===== src/rtl/acc_bank.sv =====
`default_nettype none
// ============================================================================
//  Module      : acc_bank
//  Description : Bank of NUM_ACC accumulators of WIDTH bits. A small op set
//                (load/add/sub/shl/shr/clear) is applied directly in the
//                register stage. The block keeps shared registered Z/C/N
//                flags. It also has a save/restore stack of STACK_DEPTH
//                entries, each holding {data, zf, cf, nf}.
//
//  Optional    : ACC_SAT_EN. When defined, add saturates to all-ones on
//                carry and sub saturates to zero on borrow. In that mode cf
//                flags that saturation occurred.
//
//  Ports       : clk        system clock, rising edge
//                rst        synchronous reset, active low
//                sel        accumulator select (>= NUM_ACC: hold, acc reads 0)
//                op         operation code
//                X          operand / load data
//                push/pop   stack save / restore of the selected accumulator
//                acc        combinational read of selected accumulator
//                zf/cf/nf   registered flags
//                stk_full   stack holds STACK_DEPTH entries
//                stk_empty  stack holds no entries
//                stk_err    sticky stack misuse indication
//
//  Revision    : 1.0 - initial release
// ============================================================================
module acc_bank #(
    parameter int WIDTH       = 8,
    parameter int NUM_ACC     = 2,
    parameter int STACK_DEPTH = 4,
    localparam int SEL_W      = (NUM_ACC > 1) ? $clog2(NUM_ACC) : 1
) (
    input  logic             clk,
    input  logic             rst,
    input  logic [SEL_W-1:0] sel,
    input  logic [2:0]       op,
    input  logic [WIDTH-1:0] X,
    input  logic             push,
    input  logic             pop,
    output logic [WIDTH-1:0] acc,
    output logic             zf,
    output logic             cf,
    output logic             nf,
    output logic             stk_full,
    output logic             stk_empty,
    output logic             stk_err
);

    localparam int c_PTR_W = $clog2(STACK_DEPTH + 1);
    localparam int c_IDX_W = (STACK_DEPTH > 1) ? $clog2(STACK_DEPTH) : 1;
    localparam int c_ENT_W = WIDTH + 3;

    localparam logic [c_PTR_W-1:0] c_PTR_ONE = c_PTR_W'(1);
    localparam logic [c_PTR_W-1:0] c_DEPTH   = c_PTR_W'(STACK_DEPTH);
    localparam logic [SEL_W:0]     c_NUM_ACC = (SEL_W + 1)'(NUM_ACC);

    localparam logic [2:0] c_OP_LOAD  = 3'b001;
    localparam logic [2:0] c_OP_ADD   = 3'b010;
    localparam logic [2:0] c_OP_SUB   = 3'b011;
    localparam logic [2:0] c_OP_SHL   = 3'b100;
    localparam logic [2:0] c_OP_SHR   = 3'b101;
    localparam logic [2:0] c_OP_CLEAR = 3'b110;

    logic [WIDTH-1:0]   r_acc [NUM_ACC];
    logic [c_ENT_W-1:0] r_stk [STACK_DEPTH];
    logic [c_PTR_W-1:0] r_sp;
    logic               r_zf;
    logic               r_cf;
    logic               r_nf;
    logic               r_err;

    logic               w_sel_ok;
    logic [WIDTH-1:0]   w_acc_sel;
    logic [WIDTH:0]     w_sum;
    logic [WIDTH:0]     w_diff;
    logic [WIDTH-1:0]   w_res;
    logic               w_cf_new;
    logic               w_op_wr;
    logic               w_full;
    logic               w_empty;
    logic               w_push_ok;
    logic               w_pop_ok;
    logic               w_op_en;
    logic               w_err;
    logic [c_IDX_W-1:0] w_wr_idx;
    logic [c_IDX_W-1:0] w_rd_idx;
    logic [c_ENT_W-1:0] w_top;

    // Compare one bit wider so that NUM_ACC == 2**SEL_W does not truncate.
    assign w_sel_ok  = ({1'b0, sel} < c_NUM_ACC);
    assign w_acc_sel = w_sel_ok ? r_acc[sel] : '0;

    // The extra top bit is the carry for add and the unsigned borrow for sub.
    assign w_sum  = {1'b0, w_acc_sel} + {1'b0, X};
    assign w_diff = {1'b0, w_acc_sel} - {1'b0, X};

    always_comb begin
        w_res    = w_acc_sel;
        w_cf_new = r_cf;
        w_op_wr  = 1'b0;
        case (op)
            c_OP_LOAD: begin
                w_res    = X;
                w_cf_new = 1'b0;
                w_op_wr  = 1'b1;
            end
            c_OP_ADD: begin
`ifdef ACC_SAT_EN
                w_res    = w_sum[WIDTH] ? '1 : w_sum[WIDTH-1:0];
`else
                w_res    = w_sum[WIDTH-1:0];
`endif
                w_cf_new = w_sum[WIDTH];
                w_op_wr  = 1'b1;
            end
            c_OP_SUB: begin
`ifdef ACC_SAT_EN
                w_res    = w_diff[WIDTH] ? '0 : w_diff[WIDTH-1:0];
`else
                w_res    = w_diff[WIDTH-1:0];
`endif
                w_cf_new = w_diff[WIDTH];
                w_op_wr  = 1'b1;
            end
            c_OP_SHL: begin
                w_res    = w_acc_sel << 1;
                w_cf_new = w_acc_sel[WIDTH-1];
                w_op_wr  = 1'b1;
            end
            c_OP_SHR: begin
                w_res    = w_acc_sel >> 1;
                w_cf_new = w_acc_sel[0];
                w_op_wr  = 1'b1;
            end
            c_OP_CLEAR: begin
                w_res    = '0;
                w_cf_new = 1'b0;
                w_op_wr  = 1'b1;
            end
            default: begin
                // hold and reserved code leave everything untouched
            end
        endcase
    end

    assign w_full  = (r_sp == c_DEPTH);
    assign w_empty = (r_sp == '0);

    // Stack activity and errors only apply to a valid accumulator select.
    // A lone pop request (legal or not) suppresses the op for that cycle.
    assign w_push_ok = w_sel_ok & push & ~pop & ~w_full;
    assign w_pop_ok  = w_sel_ok & pop & ~push & ~w_empty;
    assign w_op_en   = w_sel_ok & w_op_wr & ~(pop & ~push);
    assign w_err     = w_sel_ok & ((push & pop)
                                 | (push & ~pop & w_full)
                                 | (pop & ~push & w_empty));

    assign w_wr_idx = c_IDX_W'(r_sp);
    assign w_rd_idx = c_IDX_W'(r_sp - c_PTR_ONE);
    assign w_top    = r_stk[w_rd_idx];

    always_ff @(posedge clk) begin
        if (!rst) begin
            for (int i = 0; i < NUM_ACC; i++) begin
                r_acc[i] <= '0;
            end
            r_zf  <= 1'b0;
            r_cf  <= 1'b0;
            r_nf  <= 1'b0;
            r_sp  <= '0;
            r_err <= 1'b0;
        end else begin
            if (w_err) begin
                r_err <= 1'b1;
            end
            if (w_pop_ok) begin
                r_acc[sel] <= w_top[c_ENT_W-1:3];
                r_zf       <= w_top[2];
                r_cf       <= w_top[1];
                r_nf       <= w_top[0];
                r_sp       <= r_sp - c_PTR_ONE;
            end else begin
                if (w_push_ok) begin
                    r_sp <= r_sp + c_PTR_ONE;
                end
                if (w_op_en) begin
                    r_acc[sel] <= w_res;
                    r_zf       <= (w_res == '0);
                    r_cf       <= w_cf_new;
                    r_nf       <= w_res[WIDTH-1];
                end
            end
        end
    end

    // Stack storage needs no reset: entries are only read below the pointer.
    // A push captures the pre-edge accumulator and flags.
    always_ff @(posedge clk) begin
        if (rst && w_push_ok) begin
            r_stk[w_wr_idx] <= {w_acc_sel, r_zf, r_cf, r_nf};
        end
    end

    assign acc       = w_acc_sel;
    assign zf        = r_zf;
    assign cf        = r_cf;
    assign nf        = r_nf;
    assign stk_full  = w_full;
    assign stk_empty = w_empty;
    assign stk_err   = r_err;

endmodule
`default_nettype wire


===== config.mk =====
export PLATFORM = sky130hd
export DESIGN_NAME = acc_bank
export DESIGN_NICKNAME = d
export VERILOG_FILES = /design/src/rtl/acc_bank.sv
export SDC_FILE = /design/constraint.sdc
export NUM_CORES = 1
export LEC_CHECK = 0
export ABC_AREA = 1
export CAP_MARGIN = 0
export CORE_ASPECT_RATIO = 0.7
export CORE_UTILIZATION = 45
export CTS_CLUSTER_DIAMETER = 100
export DETAILED_ROUTE_END_ITERATION = 10
export GPL_TIMING_DRIVEN = 0
export SETUP_SLACK_MARGIN = 0.3
export SLEW_MARGIN = 25
export SYNTH_ARGS = -nofsm -noshare
export SYNTH_HDL_FRONTEND = slang
export SYNTH_SLANG_ARGS = --single-unit

===== constraint.sdc =====
create_clock -name clk -period 3.39 [get_ports clk]
set_input_delay 0.8475 -clock clk [delete_from_list [all_inputs] [get_ports clk]]
set_output_delay 0.8475 -clock clk [all_outputs]
set_load 0.01 [all_outputs]

==> flow_metrics.env <==
export IMPL_status="finished clean"
export IMPL_cp_slowest_cell="clkdlybuf4s50_1"
export IMPL_r2r_cells=7
export IMPL_min_period_over_period=0.886
export IMPL_fin_crit_ns=3.00
export IMPL_layout_commonest_cell="nand2_1"
export IMPL_vias=3395
export IMPL_clock_latency_ns=0.34
export IMPL_post_route_util=0.565
export IMPL_hold_viol=0
export IMPL_clkPwrFrac=0.387
export IMPL_p_int_mw=1.78
export IMPL_finalMaxSlewViolations=0
export IMPL_cts_tree="built"
export IMPL_place_area_um2=4480
export IMPL_antenna_found_initial=0
export IMPL_cts_root_buf="clkbuf_16"
export IMPL_start_kind="input pin"
export IMPL_drt_vias_per_instance=5.32
export IMPL_hold_buffers=0
export IMPL_cts_buffers=9
export IMPL_start_util=0.471
export IMPL_netlist_area_um2=4030
export IMPL_hold_class="reg -> reg"
export IMPL_chipHeight_um=81.2
export IMPL_cp_required_ns=2.54
export IMPL_dr_first_iter_drc_count=286
export IMPL_setup_violations=0
export IMPL_core_area_um2=8550
export IMPL_finalClockSkew_ns=0.00653
export IMPL_p_per_area_nw_per_um2=515
export IMPL_antenna_left=0
export IMPL_power_switching_mw=0.710
export IMPL_synth_seq_cells=67
export IMPL_synth_area_per_cell_um2=8.53
export IMPL_critPathMaxFanout=7
export IMPL_die_width_um=115
export IMPL_cts_sinks=67
export IMPL_cts_max_level=3
export IMPL_p_leak_nw=2.00
export IMPL_syn_to_final_growth_pct=19.9
export IMPL_clockBufferDepth=2
export IMPL_layout_common_cells="nand2_1, nor2_1, edfxtp_1, inv_1, nand3_1"
export IMPL_slew_headroom=0.517
export IMPL_finalSetupTns_ns=0
export IMPL_wirelength_mm=10.4
export IMPL_drcViolationCount=0
export IMPL_grt_max_degree=12
export IMPL_synth_distinct_cells=35
export IMPL_synth_cells=472
export IMPL_finalNonFillerCells=638
export IMPL_antenna_cells=0
export IMPL_whs_path_depth=2
export IMPL_yosysTopAreaCell="edfxtp_1"
export IMPL_p_comb_frac=0.224
export IMPL_grt_pass1_wl_mm=16.2
export IMPL_fmax_mhz=333
export IMPL_route_detailed_wl_per_inst_um=16.3
export IMPL_place_gp_congestion=0.851
export IMPL_io_pins=30
export IMPL_fin_nets=553
export IMPL_rsz0062_at_grt="no"
export IMPL_grt_overflow_total=0
export IMPL_drive_above_1_share=0.137
export IMPL_row_count=28
export IMPL_critPathKind="in -> out"
export IMPL_io_buffers=29
export IMPL_synth_top_cell_area_share=0.447
export IMPL_first_pass_iters=5
export IMPL_synth_seq_area_share=0.482
export IMPL_dpl_hpwl_mm=7.91
export IMPL_seqPwrFrac=0.389
export IMPL_tightest_slew_ns=0.724
export IMPL_synth_warnings=0
export IMPL_final_area_um2=4830
export IMPL_p_sw_frac=0.286
export IMPL_critPathMaxStageDelay_ns=0.62
export IMPL_cts_clk_slew_worst_paths_ns=0.05
export IMPL_die_area_um2=9340
export IMPL_cp_cell_sequence="buf_2, inv_2, o21ai_2, clkdlybuf4s50_1"
export IMPL_cp_arrival_ns=2.15
export IMPL_grt_pass1_vias=2949
export IMPL_hold_ws_ns=0.478
export IMPL_grt_usage=0.244
export IMPL_end_kind="output pin"
export IMPL_synth_nets=512
export IMPL_cap_violations=0
export IMPL_synth_area_leaders="edfxtp_1, nand2_1, ha_1"
export IMPL_dpl_cell_count=621
export IMPL_ir_drop_mv=0.355
## flip-flops by register name, summed over array words and instances, names as in the netlist
register  count
cf            1
nf            1
r_acc        16
r_sp          3
r_stk        44
stk_err       1
zf            1
## repair_timing
item,4_1_cts,5_1_grt
pin swaps,0,3
hold endpoints to repair,0,0
setup endpoints to repair,71,17
setup buffers,0,1
resized for setup,12,9
## layer usage
layer / global-route usage / vias to the layer above / share of wire
li1: - / 1662 / -
met1: 0.394 / 1606 / 0.52
met2: 0.310 / 120 / 0.38
met3: 0.0649 / 7 / 0.094
met4: 0.0623 / 0 / 0.0086
met5: 0 / - / 0
## area by class of cell
type                    instances  area, um^2
fillers                       806        3720
flip-flops and latches         67        1940
multi-input cells             336        1840
repair buffers                 30         293
clock buffers                  10         229
inverters                      58         220
well taps                     120         150
clock inverters                 6        80.1
plain buffers                  11        70.1
## per-stage QoR
step | worst slack [ns] | power [mW]
2_1_floorplan | 0.623 | 1.33
3_3_place_gp | -0.562 | 1.51
3_5_place_dp | -0.577 | 1.52
4_1_cts | 0.300 | 2.49
5_1_grt | 0.285 | 2.60
6_report | 0.388 | 2.49
## logic make-up after synthesis
| group | count (synthesis) | share of synthesized area |
|---|---|---|
| AO/OA/AOI/OAI | 79 | 0.112 |
| adder cells (fa/ha/maj) | 24 | 0.0783 |
| buffers and inverters | 69 | 0.0690 |
| flip-flops | 67 | 0.482 |
| AND/OR/NAND/NOR | 233 | 0.258 |
## cells in the mapped netlist
library cell / number
buf_6: 2
o211ai_1: 1
o21ai_1: 10
and3_1: 1
ha_1: 22
nand2_4: 3
fa_1: 2
nor3_1: 2
o21ai_2: 3
nor2_2: 7
a22o_4: 1
clkbuf_1: 6
and2_1: 1
o21ai_0: 30
o22ai_1: 10
edfxtp_1: 60
dfxtp_1: 7
nand3_2: 1
a31oi_1: 1
a22oi_1: 1
nor2_1: 68
inv_2: 9
nand3b_1: 1
nor2_4: 4
inv_1: 48
nand4_2: 1
nand2_1: 99
buf_2: 3
clkinv_1: 1
nand2_2: 9
o21a_1: 1
nand4_1: 2
a21oi_1: 18
o221ai_1: 3
nand3_1: 34
## power groups by stage
stage	clock network [mW]	registers (mW)	logic, mW
after floorplan	0	0.978	0.352
after global placement	0	0.981	0.529
after detailed placement	0	0.982	0.537
after CTS	0.975	0.966	0.545
after global routing	1.01	0.970	0.620
final	0.963	0.967	0.557
## path summary, 6_finish.rpt
path | startpoint | endpoint | slack [ns]
setup / recovery | sel | acc[0] | 0.39
hold / removal | stk_err$_SDFFE_PN0P_ | stk_err$_SDFFE_PN0P_ | 0.48
setup reg to reg | r_sp[0]$_SDFFE_PN0P_ | r_stk[2][1]$_DFFE_PP_ | 0.59
hold reg to reg | stk_err$_SDFFE_PN0P_ | stk_err$_SDFFE_PN0P_ | 0.48
## critical path, delay by kind of cell
kind | cells | cell delay (ns)
buf+inv | 3 | 0.92
compound gates | 1 | 0.38
Power figures use the tool's default switching activity.
